## src/rtl/trs_loader_pkg.sv

```systemverilog
`default_nettype none
// ----------------------------------------------------------------------------
// trs_loader_pkg - parser states, record codes and length decode for the TRS
// image loader; SYSTEM states exist only with LOADER_SYSTEM_TAPE_EN. Rev 1.0
// ----------------------------------------------------------------------------
package trs_loader_pkg;

  typedef enum logic [4:0] {
    ST_TYPE, ST_LEN, ST_ALO, ST_AHI, ST_DATA, ST_XLO, ST_XHI, ST_SKIP, ST_END, ST_ERR
`ifdef LOADER_SYSTEM_TAPE_EN
    , ST_SYNC, ST_NAME, ST_BTYPE, ST_BLEN, ST_BALO, ST_BAHI, ST_BDATA, ST_BCSUM,
    ST_ELO, ST_EHI
`endif
  } state_t;

  typedef enum logic [1:0] {K_LOAD, K_XFER, K_SKIP} kind_t;

  localparam logic [7:0] REC_LOAD  = 8'h01;
  localparam logic [7:0] REC_XFER  = 8'h02;
`ifdef LOADER_SYSTEM_TAPE_EN
  localparam logic [7:0] SYS_DATA  = 8'h3C;
  localparam logic [7:0] SYS_ENTRY = 8'h78;
  localparam logic [7:0] SYS_SYNC  = 8'hA5;
`endif

  // CMD load length counts the two address bytes; 0..2 wrap to 254..256 data bytes.
  function automatic logic [8:0] cmd_data_count(input logic [7:0] n);
    return (n < 8'd3) ? ({1'b0, n} + 9'd254) : ({1'b0, n} - 9'd2);
  endfunction

  function automatic logic [8:0] len256(input logic [7:0] n);
    return (n == 8'd0) ? 9'd256 : {1'b0, n};
  endfunction

endpackage
`default_nettype wire

```

## src/rtl/trs_loader_wrq.sv

```systemverilog
`default_nettype none
// ----------------------------------------------------------------------------
// trs_loader_wrq - single-entry write holding register; wr held until ready.
// Rev 1.0
// ----------------------------------------------------------------------------
module trs_loader_wrq #(
  parameter int ADDR_W = 16
) (
  input  logic              clock,
  input  logic              reset,
  input  logic              push,
  input  logic [ADDR_W-1:0] push_addr,
  input  logic [7:0]        push_data,
  input  logic              ready,
  output logic              wr,
  output logic [ADDR_W-1:0] addr,
  output logic [7:0]        data
);

  always_ff @(posedge clock) begin
    if (reset) begin
      wr   <= 1'b0;
      addr <= '0;
      data <= '0;
    end else if (push) begin
      wr   <= 1'b1;
      addr <= push_addr;
      data <= push_data;
    end else if (wr && ready) begin
      wr <= 1'b0;
    end
  end

endmodule
`default_nettype wire

```

## src/rtl/trs_image_loader.sv

```systemverilog
`default_nettype none
// ----------------------------------------------------------------------------
// trs_image_loader - parses TRS-80 /CMD images (and SYSTEM tapes when
// LOADER_SYSTEM_TAPE_EN is defined) from hps_io into RAM byte writes. Rev 1.0
// ----------------------------------------------------------------------------
module trs_image_loader
  import trs_loader_pkg::*;
#(
  parameter int          ADDR_W    = 16,
  parameter int unsigned BASE_ADDR = 0,
  parameter logic [7:0]  CMD_INDEX = 8'd2,
  parameter logic [7:0]  SYS_INDEX = 8'd3
) (
  input  logic              clock,
  input  logic              reset,
  input  logic              ioctl_download,
  input  logic [7:0]        ioctl_index,
  input  logic              ioctl_wr,
  input  logic [7:0]        ioctl_dout,
  output logic              ioctl_wait,
  output logic              loader_download,
  output logic              loader_wr,
  input  logic              loader_ready,
  output logic [ADDR_W-1:0] loader_addr,
  output logic [7:0]        loader_data,
  output logic [15:0]       execute_addr,
  output logic              execute_enable,
  output logic              load_error
);

  localparam logic [ADDR_W-1:0] BASE_OFS = ADDR_W'(BASE_ADDR);

  state_t      state, state_n, cur, init_state;
  kind_t       kind, kind_n;
  logic [8:0]  count, count_n;
  logic [15:0] rec_addr, rec_addr_n, exec_n;
  logic        xfer_seen, xfer_n, err_n, in_session, session_n, download_n, exec_en_n;
  logic        idx_sys_raw, idx_sys, idx_cmd, start, byte_ok, finish, end_ok;
  logic        push;
  logic [ADDR_W-1:0] push_addr;

  assign idx_sys_raw = (ioctl_index == SYS_INDEX);
  assign idx_cmd     = (ioctl_index == CMD_INDEX) && !idx_sys_raw;

`ifdef LOADER_SYSTEM_TAPE_EN
  logic [7:0] csum, csum_n;
  assign idx_sys    = idx_sys_raw;
  assign init_state = idx_sys ? ST_SYNC : ST_TYPE;
  assign end_ok     = (state == ST_TYPE) || (state == ST_END) || (state == ST_ERR) ||
                      (state == ST_SYNC) || (state == ST_BTYPE);
`else
  assign idx_sys    = 1'b0;
  assign init_state = ST_TYPE;
  assign end_ok     = (state == ST_TYPE) || (state == ST_END) || (state == ST_ERR);
`endif

  // Bytes strobed while a write is pending are dropped, never queued.
  assign start      = ioctl_download && (idx_cmd || idx_sys) && !in_session;
  assign byte_ok    = ioctl_download && (in_session || idx_cmd || idx_sys) &&
                      ioctl_wr && !loader_wr;
  assign finish     = in_session && !ioctl_download && !loader_wr;
  assign ioctl_wait = loader_wr;
  assign push_addr  = ADDR_W'(rec_addr) + BASE_OFS;

  always_comb begin
    state_n    = state;
    kind_n     = kind;
    count_n    = count;
    rec_addr_n = rec_addr;
    exec_n     = execute_addr;
    xfer_n     = xfer_seen;
    err_n      = load_error;
    session_n  = in_session;
    download_n = loader_download;
    exec_en_n  = 1'b0;
    push       = 1'b0;
    cur        = state;
`ifdef LOADER_SYSTEM_TAPE_EN
    csum_n     = csum;
`endif
    if (start) begin
      session_n = 1'b1;
      err_n     = 1'b0;
      xfer_n    = 1'b0;
      exec_n    = '0;
      cur       = init_state;
      state_n   = init_state;
    end
    if (byte_ok) begin
      download_n = 1'b1;
      case (cur)
        ST_TYPE: begin
          state_n = ST_LEN;
          if (ioctl_dout == REC_LOAD)      kind_n = K_LOAD;
          else if (ioctl_dout == REC_XFER) kind_n = K_XFER;
          else                             kind_n = K_SKIP;
        end
        ST_LEN: begin
          case (kind)
            K_LOAD: begin
              count_n = cmd_data_count(ioctl_dout);
              state_n = ST_ALO;
            end
            K_XFER:  state_n = ST_XLO;
            default: begin
              count_n = len256(ioctl_dout);
              state_n = ST_SKIP;
            end
          endcase
        end
        ST_ALO: begin
          rec_addr_n[7:0] = ioctl_dout;
          state_n         = ST_AHI;
        end
        ST_AHI: begin
          rec_addr_n[15:8] = ioctl_dout;
          state_n          = ST_DATA;
        end
        ST_DATA: begin
          push       = 1'b1;
          rec_addr_n = rec_addr + 16'd1;
          count_n    = count - 9'd1;
          if (count == 9'd1) state_n = ST_TYPE;
        end
        ST_XLO: begin
          exec_n[7:0] = ioctl_dout;
          state_n     = ST_XHI;
        end
        ST_XHI: begin
          exec_n[15:8] = ioctl_dout;
          xfer_n       = 1'b1;
          state_n      = ST_END;
        end
        ST_SKIP: begin
          count_n = count - 9'd1;
          if (count == 9'd1) state_n = ST_TYPE;
        end
`ifdef LOADER_SYSTEM_TAPE_EN
        ST_SYNC: begin
          if (ioctl_dout == SYS_SYNC) begin
            count_n = 9'd6;
            state_n = ST_NAME;
          end else if (ioctl_dout != 8'h00) begin
            err_n   = 1'b1;
            state_n = ST_ERR;
          end
        end
        ST_NAME: begin
          count_n = count - 9'd1;
          if (count == 9'd1) state_n = ST_BTYPE;
        end
        ST_BTYPE: begin
          if (ioctl_dout == SYS_DATA)       state_n = ST_BLEN;
          else if (ioctl_dout == SYS_ENTRY) state_n = ST_ELO;
          else begin
            err_n   = 1'b1;
            state_n = ST_ERR;
          end
        end
        ST_BLEN: begin
          count_n = len256(ioctl_dout);
          state_n = ST_BALO;
        end
        ST_BALO: begin
          rec_addr_n[7:0] = ioctl_dout;
          csum_n          = ioctl_dout;
          state_n         = ST_BAHI;
        end
        ST_BAHI: begin
          rec_addr_n[15:8] = ioctl_dout;
          csum_n           = csum + ioctl_dout;
          state_n          = ST_BDATA;
        end
        ST_BDATA: begin
          push       = 1'b1;
          csum_n     = csum + ioctl_dout;
          rec_addr_n = rec_addr + 16'd1;
          count_n    = count - 9'd1;
          if (count == 9'd1) state_n = ST_BCSUM;
        end
        ST_BCSUM: begin
          if (ioctl_dout != csum) begin
            err_n   = 1'b1;
            state_n = ST_ERR;
          end else begin
            state_n = ST_BTYPE;
          end
        end
        ST_ELO: begin
          exec_n[7:0] = ioctl_dout;
          state_n     = ST_EHI;
        end
        ST_EHI: begin
          exec_n[15:8] = ioctl_dout;
          xfer_n       = 1'b1;
          state_n      = ST_END;
        end
`endif
        default: ;
      endcase
    end
    // Session closes only once the last write has drained.
    if (finish) begin
      session_n  = 1'b0;
      download_n = 1'b0;
      state_n    = ST_TYPE;
      if (!end_ok) err_n = 1'b1;
      exec_en_n  = xfer_seen && !load_error && end_ok;
    end
  end

  always_ff @(posedge clock) begin
    if (reset) begin
      state           <= ST_TYPE;
      kind            <= K_LOAD;
      count           <= '0;
      rec_addr        <= '0;
      execute_addr    <= '0;
      xfer_seen       <= 1'b0;
      load_error      <= 1'b0;
      in_session      <= 1'b0;
      loader_download <= 1'b0;
      execute_enable  <= 1'b0;
`ifdef LOADER_SYSTEM_TAPE_EN
      csum            <= '0;
`endif
    end else begin
      state           <= state_n;
      kind            <= kind_n;
      count           <= count_n;
      rec_addr        <= rec_addr_n;
      execute_addr    <= exec_n;
      xfer_seen       <= xfer_n;
      load_error      <= err_n;
      in_session      <= session_n;
      loader_download <= download_n;
      execute_enable  <= exec_en_n;
`ifdef LOADER_SYSTEM_TAPE_EN
      csum            <= csum_n;
`endif
    end
  end

  trs_loader_wrq #(.ADDR_W(ADDR_W)) u_wrq (
    .clock     (clock),
    .reset     (reset),
    .push      (push),
    .push_addr (push_addr),
    .push_data (ioctl_dout),
    .ready     (loader_ready),
    .wr        (loader_wr),
    .addr      (loader_addr),
    .data      (loader_data)
  );

endmodule
`default_nettype wire

```

## config.mk

```make
export PLATFORM = sky130hd
export DESIGN_NAME = trs_image_loader
export DESIGN_NICKNAME = d
export VERILOG_FILES = /design/src/rtl/trs_loader_pkg.sv /design/src/rtl/trs_loader_wrq.sv /design/src/rtl/trs_image_loader.sv
export SDC_FILE = /design/constraint.sdc
export NUM_CORES = 1
export LEC_CHECK = 0
export ABC_AREA = 0
export BUFFER_PORTS_ARGS = -buffer_cell sky130_fd_sc_hd__buf_4
export CAP_MARGIN = 25
export CORE_UTILIZATION = 63
export CTS_BUF_LIST = sky130_fd_sc_hd__clkbuf_4 sky130_fd_sc_hd__clkbuf_8
export DETAILED_ROUTE_END_ITERATION = 6
export PLACE_DENSITY = 0.88
export SLEW_MARGIN = 0
export SYNTH_ARGS = -nofsm -noshare
export SYNTH_HDL_FRONTEND = slang
export SYNTH_SLANG_ARGS = --single-unit
```

## constraint.sdc

```tcl
create_clock -name clock -period 3.37 [get_ports clock]
set_input_delay 0.674 -clock clock [delete_from_list [all_inputs] [get_ports clock]]
set_output_delay 0.674 -clock clock [all_outputs]
set_load 0.02 [all_outputs]
```

# ---- After elaboration in Yosys (flattened, before gate mapping)
# Cells that the tools add are included.
dict set report word_totals {
  register_bits 78
  elab_cells 97
  out_inout_bits 45
}
dict set report classes {
  n_eq_ne 16
  add_sub_neg 4
  muxes 27
  reduce_logical 34
  n_lt_le_gt_ge 1
  n_bitwise 1
}
# op n
set ops {}
lappend ops {{one-hot mux 9 bit (2 select lines)} 2}
lappend ops {{one-hot mux 5 bit (7 select lines)} 1}
lappend ops {{2-to-1 mux 16 bit} 2}
lappend ops {{one-hot mux 8 bit (2 select lines)} 2}
lappend ops {{== test 8 x 2 -> 1 bit (second input constant)} 3}
lappend ops {{== test 5 x 3 -> 1 bit (second input constant)} 4}
lappend ops {{2-to-1 mux 9 bit} 2}
lappend ops {{adder 16 x 1 -> 16 bit (second input constant)} 1}
lappend ops {{2-to-1 mux 8 bit} 2}
lappend ops {{2-to-1 mux 5 bit} 3}
lappend ops {{logical AND 1 bit} 11}
lappend ops {{== test 5 x 2 -> 1 bit (second input constant)} 2}
lappend ops {{== test 5 x 4 -> 1 bit (second input constant)} 2}
lappend ops {{zero test 5 bit} 2}
lappend ops {{2-to-1 mux 1 bit} 10}
lappend ops {{adder 8 x 8 -> 9 bit (second input constant)} 1}
lappend ops {{== test 9 x 1 -> 1 bit (second input constant)} 1}
lappend ops {{subtractor 8 x 2 -> 9 bit (second input constant)} 1}
lappend ops {{subtractor 9 x 1 -> 9 bit (second input constant)} 1}
lappend ops {{== test 8 x 1 -> 1 bit (second input constant)} 1}
lappend ops {{zero test 8 bit} 1}
lappend ops {{less-than comparator 8 x 2 -> 1 bit (second input constant)} 1}
lappend ops {{nonzero test 2 bit} 4}
lappend ops {{one-hot mux 3 bit (2 select lines)} 1}
lappend ops {{other kinds (11)} 22}

# ---- Depth between registers and ports, before layout
# Gate-level depths: netlist of the first run.
dict set report depth {
  depth_word 10
  ltp_mapped 8
}

# ---- Modules after synthesis
# A second synthesis of the first run with hierarchy kept.
dict set report unflattened {
  hier_cells 472
  area_unflattened_um2 4041.4
}
# module area_per_inst_um2 n_inst cells_each
set by_module_without_submodules {}
lappend by_module_without_submodules {trs_image_loader 3130.5 1 390}
lappend by_module_without_submodules {trs_loader_wrq 910.9 1 82}

# ---- Worst setup path after synthesis of the first run
# OpenSTA, ideal clock, no wires.
dict set report synth_path {
  path_type {input to register}
  start {input port ioctl_index[5]}
  end {register kind[0]}
  path_buffers 1
  setup_ns 0.128
  arrival_ns 2.258
  path_stages 6
  slack_ns 0.984
  path_cell_list {or4_4 > or3_1 > buf_6 > a211oi_4 > mux2i_1 > nor2_1}
}
dict set report synth_between {
  elab_chain_cells 8
  word_cells_on_any_way 13
  cone_classes {eq/ne (2); mux (1); reduce/logical (10)}
}
# item line
set synth_rtl {}
lappend synth_rtl {{from (decl)} trs_image_loader.sv:17} ;# input logic [7:0] ioctl_index,
lappend synth_rtl {{== test 8 x 2 -> 1 bit} trs_image_loader.sv:42} ;# assign idx_sys_raw = (ioctl_index == SYS_INDEX);
lappend synth_rtl {{zero test 1 bit} trs_image_loader.sv:43} ;# assign idx_cmd = (ioctl_index == CMD_INDEX) && !idx_sys_raw;
lappend synth_rtl {{logical AND 1 bit *} trs_image_loader.sv:43}
lappend synth_rtl {{logical AND 1 bit or logical OR 1 bit (tied branches)} {trs_image_loader.sv:58, trs_image_loader.sv:59}}
lappend synth_rtl {{logical AND 1 bit, on equally long branches} {trs_image_loader.sv:58, trs_image_loader.sv:59}}
lappend synth_rtl {{2-to-1 mux 5 bit or logical AND 1 bit (tied branches)} {trs_image_loader.sv:81, trs_image_loader.sv:59}}
lappend synth_rtl {{zero test 5 bit or logical AND 1 bit (tied branches)} {trs_image_loader.sv:91, trs_image_loader.sv:60}}
lappend synth_rtl {{AND reduction 2 bit (no source line) *} -}
lappend synth_rtl {{to (signal assigned)} trs_image_loader.sv:229} ;# kind <= kind_n;
lappend synth_rtl {{to (decl)} trs_image_loader.sv:34} ;# kind_t kind, kind_n;
# Mark *: on every way between the ends. The rest lies on a longest branch, timed or not.
# A chain may end at the register's enable or synchronous reset.

# ---- Worst setup path in the final report of the first run
dict set report layout_path {
  start {input port ioctl_index[5]}
  end {register rec_addr[8]}
}
dict set report layout_between {
  elab_chain_cells 9
  word_cells_on_any_way 16
  cone_classes {eq/ne (4); mux (2); reduce/logical (10)}
}
# item line
set layout_rtl {}
lappend layout_rtl {{== test 8 x 2 -> 1 bit} trs_image_loader.sv:42}
lappend layout_rtl {{zero test 1 bit} trs_image_loader.sv:43}
lappend layout_rtl {{logical AND 1 bit *} trs_image_loader.sv:43}
lappend layout_rtl {{logical AND 1 bit (2 in a row)} trs_image_loader.sv:58} ;# assign start = ioctl_download && (idx_cmd || idx_sys) && !in_session;
lappend layout_rtl {{2-to-1 mux 5 bit} trs_image_loader.sv:81} ;# if (start) begin
lappend layout_rtl {{== test 5 x 3 -> 1 bit or == test 5 x 2 -> 1 bit (tied branches)} trs_image_loader.sv:91} ;# case (cur)
lappend layout_rtl {{nonzero test 2 bit (no source line)} -}
lappend layout_rtl {{AND reduction 2 bit (no source line)} -}
lappend layout_rtl {{to (signal assigned)} trs_image_loader.sv:231} ;# rec_addr <= rec_addr_n;
lappend layout_rtl {{to (decl)} trs_image_loader.sv:36} ;# logic [15:0] rec_addr, rec_addr_n, exec_n;
# Marked as above.

==> metrics list, run 1 <==
- In this run the worst hold path is classified as reg -> reg.
* Final critical path time including I/O delays and setup: 2.54 ns
- Maximum VDD drop: 0.000274 V
- Count of pins over their slew limit: 0
- Power per cell area: 374 nW/um2
- After the flow finishes, the layout carries non-filler instances totaling 632.
* Vias post-DR: 4158
- For this run, design rule violations remaining after detail routing come to 0.
- For this block, the routed nets add up to 11500 um of wire.
- WL per Instance: 18.2 um
- The internal portion of the total power is 0.00134 W.
* Average cell area after synthesis: 8.07 um2
* Max-cap violations: 0
- Total negative slack: 0 ns
* Die area: 6780 um2
- Number of sinks on the clock net: 78
- Number of cells produced by synthesis: 504
- The library cell used most frequently in the layout, excluding fill and tap cells, is sky130_fd_sc_hd__dfxtp_1.
* Ratio of cells with drive above 1 in the final layout: 21.7%
* Register cell area after layout: 1560 um2
* Crit path DAT: 2.81 ns
* # placed instances: 616
- Clk buf depth: 2
* Netlist area before placement: 4070 um2
- Net count of the finished layout: 577
- Register clock-pin slew on the reported worst setup and hold paths: 0.09 ns
- TritonCTS built the clock tree.
- Lkg Pwr: 1.69 nW
* Number of detailed-route iterations in the first pass: 5
- Final hold violations: 0
- Adder-cell area share of the yosys netlist: 1.23%
- STA classifies the critical path startpoint as an input pin.
* Num CTS Buffers: 9
- Setup repair after global routing left no endpoint under its margin.
- After Yosys synthesis, and, or, nand and nor cells account for 26.7% of the synthesized area.
- Based on the critical path, the design can be clocked at up to 0.394 GHz.
- From left edge to right edge, the die measures 82.4 um.
* Number of synthesized flops with an enable pin: 0
- Net Count, Synth: 529
* Count of nets left with antenna violations after detail routing: 0
- At the pin with the least slew margin, the transition time is 0.699 ns.
- For this design the top-level I/O count stands at 66.
- Most frequent cells in the layout: sky130_fd_sc_hd__dfxtp_1 (78), sky130_fd_sc_hd__buf_4 (74), sky130_fd_sc_hd__nand2_1 (58), sky130_fd_sc_hd__a21oi_1 (58), sky130_fd_sc_hd__nor2_1 (37)
- For this run, the leading register cell type out of synthesis is sky130_fd_sc_hd__dfxtp_1.
* Root buffer cell: sky130_fd_sc_hd__clkbuf_8
* First-pass GRT wire length: 17700 um
- Number of H-tree levels: 3
* Xor and xnor fraction of the mapped netlist area: 1.94%
* Source-to-sink clock delay at the later pin of the worst-skew pair: 0.36 ns
- Initial core utilization: 67.1%
* Relative area change from synthesis to final layout: 16.9%
* Remaining Overflow, GRT: 0
* Critical path data required time: 3.65 ns
- Via density per instance: 6.58
- Pin count of the biggest net entering global routing: 41
* Category of the critical setup timing path: in -> reg
* Number of filler cells placed in the layout: 416
- Iteration-0 DRC Markers: 417
- N_diodes: 0
- CP endpoint kind: register
- Per report_power, the combinational group accounts for 5.1% of the total.
- Total global routing track utilization: 34.8%
- Half-perimeter wire length after detailed placement: 7790 um
- The netlist uses 70 different library cells.
- The core region is 6060 um2.
* Floorplan row count: 28
- Sw power: 0.000436 W
- The worst pin sits at a relative slew slack of 53.0%.
* Dominant combinational cell family by area after synthesis: simple AND/OR/NAND/NOR gates
- The via count of the first global-routing pass is 3599.
- Hold timing on the final database bottoms out at a slack of 0.456 ns.
* Number of buffers inserted by post-CTS setup repair: 0
* YS warnings: 0
* Final setup violation count: 0
- Setup skew after layout: 0.0124 ns
- The number of antenna violations at the first check in global routing was 0.
* Share of the yosys chip area belonging to registers: 38.4%
* Synth Register Bits: 78
- Switching share of power: 24.5%
- The completed layout was analyzed and its total power is 0.00178 W.
- Post-cts sizing count: 0
- Buffers inserted to repair hold after CTS numbered 0.
* Largest fanout on the critical path: 16
- Summing all multi-input logic gate instances after layout gives 2270 um2.
- The floorplan step set the die height to 82.4 um.
* Power share of the clock group: 43.1%
- Summing the areas of all compound-gate instances in the mapped netlist gives 25.2% of the synthesized area.
- Sequential cells burn 51.8% of the power.
* Final cycle utilization of the critical path: 75.3%
- At the end of routability-driven placement, the weighted congestion stood at 0.947.
* Port bufs: 65
* Share of synthesized area spent on multiplexers: 0.738%
- The flow ran to the end, and the final reports show no timing, DRC or antenna violations.
* Ys async rst share: 0%
## flip-flops by register name, indices dropped and copies added (netlist names)
name	cells
execute_addr	16
u_wrq.data	8
loader_download	1
execute_enable	1
xfer_seen	1
in_session	1
u_wrq.wr	1
load_error	1
rec_addr	16
count	9
state	5
kind	2
u_wrq.addr	16
## power by group through the flow
| stage | clock [W] | combinational, W | sequential, W |
|---|---|---|---|
| floorplan | 0 | 0.0000499 | 0.000943 |
| global placement | 0 | 0.0000860 | 0.000943 |
| detailed placement | 0 | 0.0000874 | 0.000943 |
| CTS | 0.000764 | 0.0000878 | 0.000921 |
| global route | 0.000808 | 0.0000941 | 0.000921 |
| finish | 0.000767 | 0.0000902 | 0.000921 |
## layer usage
layer	track usage (%)	vias to the layer above	wire length (um)
met5	0	-	0
met4	15.8	0	303
met3	5.71	37	1060
met2	55.1	235	5340
met1	46.3	1951	4800
li1	-	1935	-
## path summary, 6_finish.rpt
path	slack [ns]	start	depth (start not counted)	to
worst max-delay path	0.83	ioctl_index[5]	7	rec_addr[8]
worst min-delay path	0.46	u_wrq.addr[3]	2	u_wrq.addr[3]
worst max register to register	1.11	state[1]	5	execute_addr[9]
worst min register to register	0.46	u_wrq.addr[3]	2	u_wrq.addr[3]
## critical path, stage by stage
cell                       delay [ns]
sky130_fd_sc_hd__buf_4           0.11
sky130_fd_sc_hd__or4_4           0.56
sky130_fd_sc_hd__or3_1           0.57
sky130_fd_sc_hd__buf_4           0.29
sky130_fd_sc_hd__a21boi_0        0.19
sky130_fd_sc_hd__o21ai_0         0.12
sky130_fd_sc_hd__a221oi_2        0.29
## cells in the mapped netlist (2+ instances only)
cell type,count,area (um2)
sky130_fd_sc_hd__dfxtp_1,78,1560
sky130_fd_sc_hd__a21oi_1,58,290
sky130_fd_sc_hd__nand2_1,58,218
sky130_fd_sc_hd__nor2_1,39,146
sky130_fd_sc_hd__nand3_1,35,175
sky130_fd_sc_hd__clkbuf_1,24,90.1
sky130_fd_sc_hd__o21ai_0,19,95.1
sky130_fd_sc_hd__inv_1,15,56.3
sky130_fd_sc_hd__nor3_1,12,60.1
sky130_fd_sc_hd__a22oi_1,10,75.1
sky130_fd_sc_hd__nand3b_1,9,67.6
sky130_fd_sc_hd__nor4_1,9,56.3
sky130_fd_sc_hd__nand4_1,8,50.1
sky130_fd_sc_hd__buf_2,7,35.0
sky130_fd_sc_hd__o32ai_1,7,61.3
sky130_fd_sc_hd__a31oi_1,6,37.5
sky130_fd_sc_hd__a32o_1,5,50.1
sky130_fd_sc_hd__xnor2_1,5,43.8
sky130_fd_sc_hd__ha_1,4,50.1
sky130_fd_sc_hd__o211ai_1,4,30.0
sky130_fd_sc_hd__o21a_1,4,30.0
sky130_fd_sc_hd__o21ai_1,4,20.0
sky130_fd_sc_hd__or2_2,4,25.0
sky130_fd_sc_hd__or3_1,4,25.0
sky130_fd_sc_hd__xor2_1,4,35.0
sky130_fd_sc_hd__a211oi_2,3,37.5
sky130_fd_sc_hd__a221oi_2,3,45.0
sky130_fd_sc_hd__and3_1,3,18.8
sky130_fd_sc_hd__buf_4,3,22.5
sky130_fd_sc_hd__buf_6,3,33.8
sky130_fd_sc_hd__mux2i_1,3,30.0
sky130_fd_sc_hd__nand2b_1,3,18.8
sky130_fd_sc_hd__nor2b_1,3,18.8
sky130_fd_sc_hd__nor3b_1,3,22.5
sky130_fd_sc_hd__a211oi_1,2,15.0
sky130_fd_sc_hd__a31o_2,2,17.5
sky130_fd_sc_hd__and2_1,2,12.5
sky130_fd_sc_hd__nand4b_1,2,17.5
sky130_fd_sc_hd__o221ai_1,2,17.5
sky130_fd_sc_hd__o22ai_1,2,12.5
sky130_fd_sc_hd__o31a_1,2,17.5
sky130_fd_sc_hd__o31ai_1,2,15.0
sky130_fd_sc_hd__or4_1,2,15.0
## per-stage QoR
| step | setup slack, ns | instance area (um2) | util [%] |
|---|---|---|---|
| global placement | 0.566 | 4540 | 74.9 |
| global route | 0.783 | 4760 | 78.5 |
| finish | 0.833 | 4760 | 78.5 |
| floorplan | 0.984 | 4070 | - |
| CTS | 0.878 | 4760 | 78.5 |
| detailed placement | 0.504 | 4540 | 74.9 |
## final cells by class
| class | instances | area share, % |
|---|---|---|
| Multi-Input combinational cell | 374 | 47.8 |
| Sequential cell | 78 | 32.8 |
| Clock buffer | 11 | 3.18 |
| Inverter | 15 | 1.18 |
| Tap cell | 75 | 1.97 |
| Clock inverter | 5 | 1.37 |
| Timing Repair Buffer | 74 | 11.7 |
## kinds of logic after synthesis
kind of cell / Yosys count
and+or+nand+nor: 208
AOI/OAI and AO/OA: 150
xor gates and xnor gates: 9
buffers and inverters: 52
muxes: 3
adders and majority gates: 4
DFF: 78
No activity file was read; power rests on OpenSTA's default activity.
==> inputs of run 2 (changes only) <==
CORE_UTILIZATION = 59   (was 63)
PLACE_DENSITY = 0.83   (was 0.88)
clock period = 2.6 ns   (was 3.37 ns; I/O delays follow)
==> run 2 against run 1 <==
Sequential cell count stayed put; wire length rose by 0.51%; total power grew 22%; clock skew increased by 0.0028 ns; critical path type is now reg -> reg; critical endpoint is now count[1]; largest cell class unchanged; largest power group unchanged.
==> metrics list, run 2 (synthesized netlist as in run 1, its figures left out) <==
- The run finished with clean final reports.
* Hold slack: 0.420 ns (-0.0359 ns)
* Area inside the core boundary: 6490 um2 (+7.2%)
- Max-cap violations: 0 (unchanged)
* Number of filler cells placed in the layout: 509 (+22%)
* Count of nets left with antenna violations after detail routing: 0 (unchanged)
* Vias post-DR: 4145 (-0.31%)
* Most frequent cells in the layout: sky130_fd_sc_hd__dfxtp_1 (78), sky130_fd_sc_hd__buf_4 (71), sky130_fd_sc_hd__nand2_1 (58), sky130_fd_sc_hd__a21oi_1 (58), sky130_fd_sc_hd__nor2_1 (37)
- The antenna diode instance count is 0 (unchanged).
- The worst reg-to-reg path cell count is 5 (unchanged).
- The endpoint identified for the worst register-to-register timing path is count[1].
- TritonCTS built the clock tree.
* # placed instances: 619 (+0.49%)
- Height of the die: 85.0 um (+3.3%)
- The post-layout instance count excluding filler cells was 635 (+0.47%).
- Count of pins over their slew limit: 0 (unchanged)
* Register clock-pin slew on the reported worst setup and hold paths: 0.09 ns (about the same)
* Num CTS Buffers: 9 (unchanged)
- Fin worst setup slack: 0.379 ns (-0.454 ns)
- Final cycle utilization of the critical path: 85.4%
* CP endpoint kind: register
- Setup repair after global routing left no endpoint under its margin.
- Biggest registers after layout: execute_addr x16, rec_addr x16, u_wrq.addr x16
* Most common cell after layout, fill and taps aside: sky130_fd_sc_hd__dfxtp_1
- The via count of the first global-routing pass was 3824 (+6.3%).
- Relative to the synthesized area, the layout overhead comes to 17.5%.
* Largest fanout on the critical path: 6 (-10)
- Final critical path time including I/O delays and setup: 2.22 ns
- The leakage power of the design is 1.69 nW (about the same).
* Via density per instance: 6.53 (-0.78%)
* Uppermost routed layer: met4
* Total wire length after detailed routing: 11600 um (+0.51%)
* Iteration-0 DRC Markers: 428 (+2.6%)
- The hold-critical path depth was 3 (+1).
- Floorplan row count: 29 (+3.6%)
* Net count of the finished layout: 578 (+0.17%)
- Source-to-sink clock delay at the later pin of the worst-skew pair: 0.37 ns (about the same)
- The post-route met1 wirelength came to 4710 um (-2.0%).
* Number of sinks on the clock net: 78 (unchanged)
- The startpoint identified for the worst hold timing path is loader_ready.
- Slack of the worst reg-to-reg path: 0.38 ns (-0.73 ns)
* Total negative slack: 0 ns (unchanged)
- Port bufs: 65 (unchanged)
- Antenna violations before repair: 0 (unchanged)
- Worst Hold Path EP: u_wrq.wr
* Achievable clock frequency: 0.450 GHz
* Post-detailed-route DRC marker count: 0 (unchanged)
- The routed wire length per instance came to 18.2 um (about the same).
* Critical path data required time: 2.91 ns (-0.74 ns)
* Category of the critical setup timing path: reg -> reg
* Relative slew slack: 57.7% (+4.6 points)
- The post-route cell area came to 4780 um2 (+0.47%).
- Final setup violation count: 0 (unchanged)
* Remaining Overflow, GRT: 0 (unchanged)
* Clk buf depth: 2 (unchanged)
- Transition time of the tightest slew-check pin: 0.629 ns (-0.0703 ns)
- The post-placement setup slack is 0.0966 ns (-0.407 ns).
* Power per cell area: 454 nW/um2 (+21%)
* Die area: 7230 um2 (+6.6%)
- Weighted congestion at the end of routability-driven global placement: 0.933 (-1.5%)
- Min-delay worst type: in -> reg
- Startpoint types: register
- The layout cell share with drive strength beyond 1 came to 21.9% (+0.14 points).
* Number of H-tree levels: 3 (unchanged)
- CTS placed an instance of sky130_fd_sc_hd__clkbuf_8 at the clock tree root.
- The pin count of the biggest net entering global routing is 44 (+7.3%).
- The maximum ir drop on the vdd rail is 0.000398 V (+45%).
- The I/O pin count is 66 (unchanged).
- The final setup skew came to 0.0152 ns (+0.00284 ns).
- Post-cts sizing count: 0 (unchanged)
* Number of detailed-route iterations in the first pass: 5 (unchanged)
- Chip width: 85.0 um (+3.3%)
* Count of hold buffers inserted by post-cts repair: 0 (unchanged)
- The placed instance area was 4600 um2 (+1.3%).
- Initial core utilization: 62.6% (-4.5 points)
* Total global routing track utilization: 33.3% (-1.6 points)
- In this run the critical register-to-register path is launched from state[3].
- The total length of routed met3 wires came to 1190 um (+12%).
- Crit path DAT: 2.53 ns (-0.28 ns)
- Number of buffers inserted by post-CTS setup repair: 0 (unchanged)
* Half-perimeter wire length after detailed placement: 7860 um (+0.95%)
- Final hold violations: 0 (unchanged)
- The global-route wire length before repair came to 18800 um (+6.2%).
* Met2 routed wirelength: 5400 um (+1.3%)
-- run 2: layout make-up --
class / count / area, um2 / area share [%]
Clock buffer: 9 / 124 / 2.59
Multi-Input combinational cell: 374 / 2270 / 47.6
Inverter: 15 / 56.3 / 1.18
Tap cell: 77 / 96.3 / 2.02
Clock inverter: 7 / 55.1 / 1.15
Timing Repair Buffer: 75 / 613 / 12.8
Sequential cell: 78 / 1560 / 32.7
-- run 2: metal layers --
metal / track usage [%] / vias up
li1: - / 1935
met1: 43.3 / 1948
met2: 52.5 / 233
met3: 8.75 / 29
met4: 13.9 / 0
met5: 0 / -
-- run 2: worst max-delay path by stage --
stage                    from       end  slack, ns  cells past startpoint
6_report             state[3]  count[1]       0.38                      5
5_1_grt              state[3]  count[1]       0.27                      5
4_1_cts              state[3]  count[1]       0.45                      5
3_5_place_dp   ioctl_index[5]   kind[0]        0.1                      7
3_3_place_gp   ioctl_index[5]   kind[0]       0.13                      7
2_1_floorplan  ioctl_index[5]   kind[0]       0.37                      6
-- run 2: stage by stage --
step | total power [W] | utilization, %
floorplan | 0.00129 | -
global placement | 0.00133 | 70.8
detailed placement | 0.00134 | 70.8
CTS | 0.00217 | 73.6
global route | 0.00224 | 73.6
finish | 0.00217 | 73.6
-- run 2: where the power goes --
group,internal (W),switching [W]
clock network,0.000360,0.000497
logic,0.0000419,0.0000750
registers,0.00119,0.000000248
total,0.00160,0.000573
-- run 2: worst max-delay path: stages (launching register included) --
cell	delay, ns
sky130_fd_sc_hd__dfxtp_1	0.37
sky130_fd_sc_hd__or2_2	0.39
sky130_fd_sc_hd__nor2_1	0.36
sky130_fd_sc_hd__o221ai_1	0.37
sky130_fd_sc_hd__a2111oi_0	0.52
sky130_fd_sc_hd__a31o_2	0.16
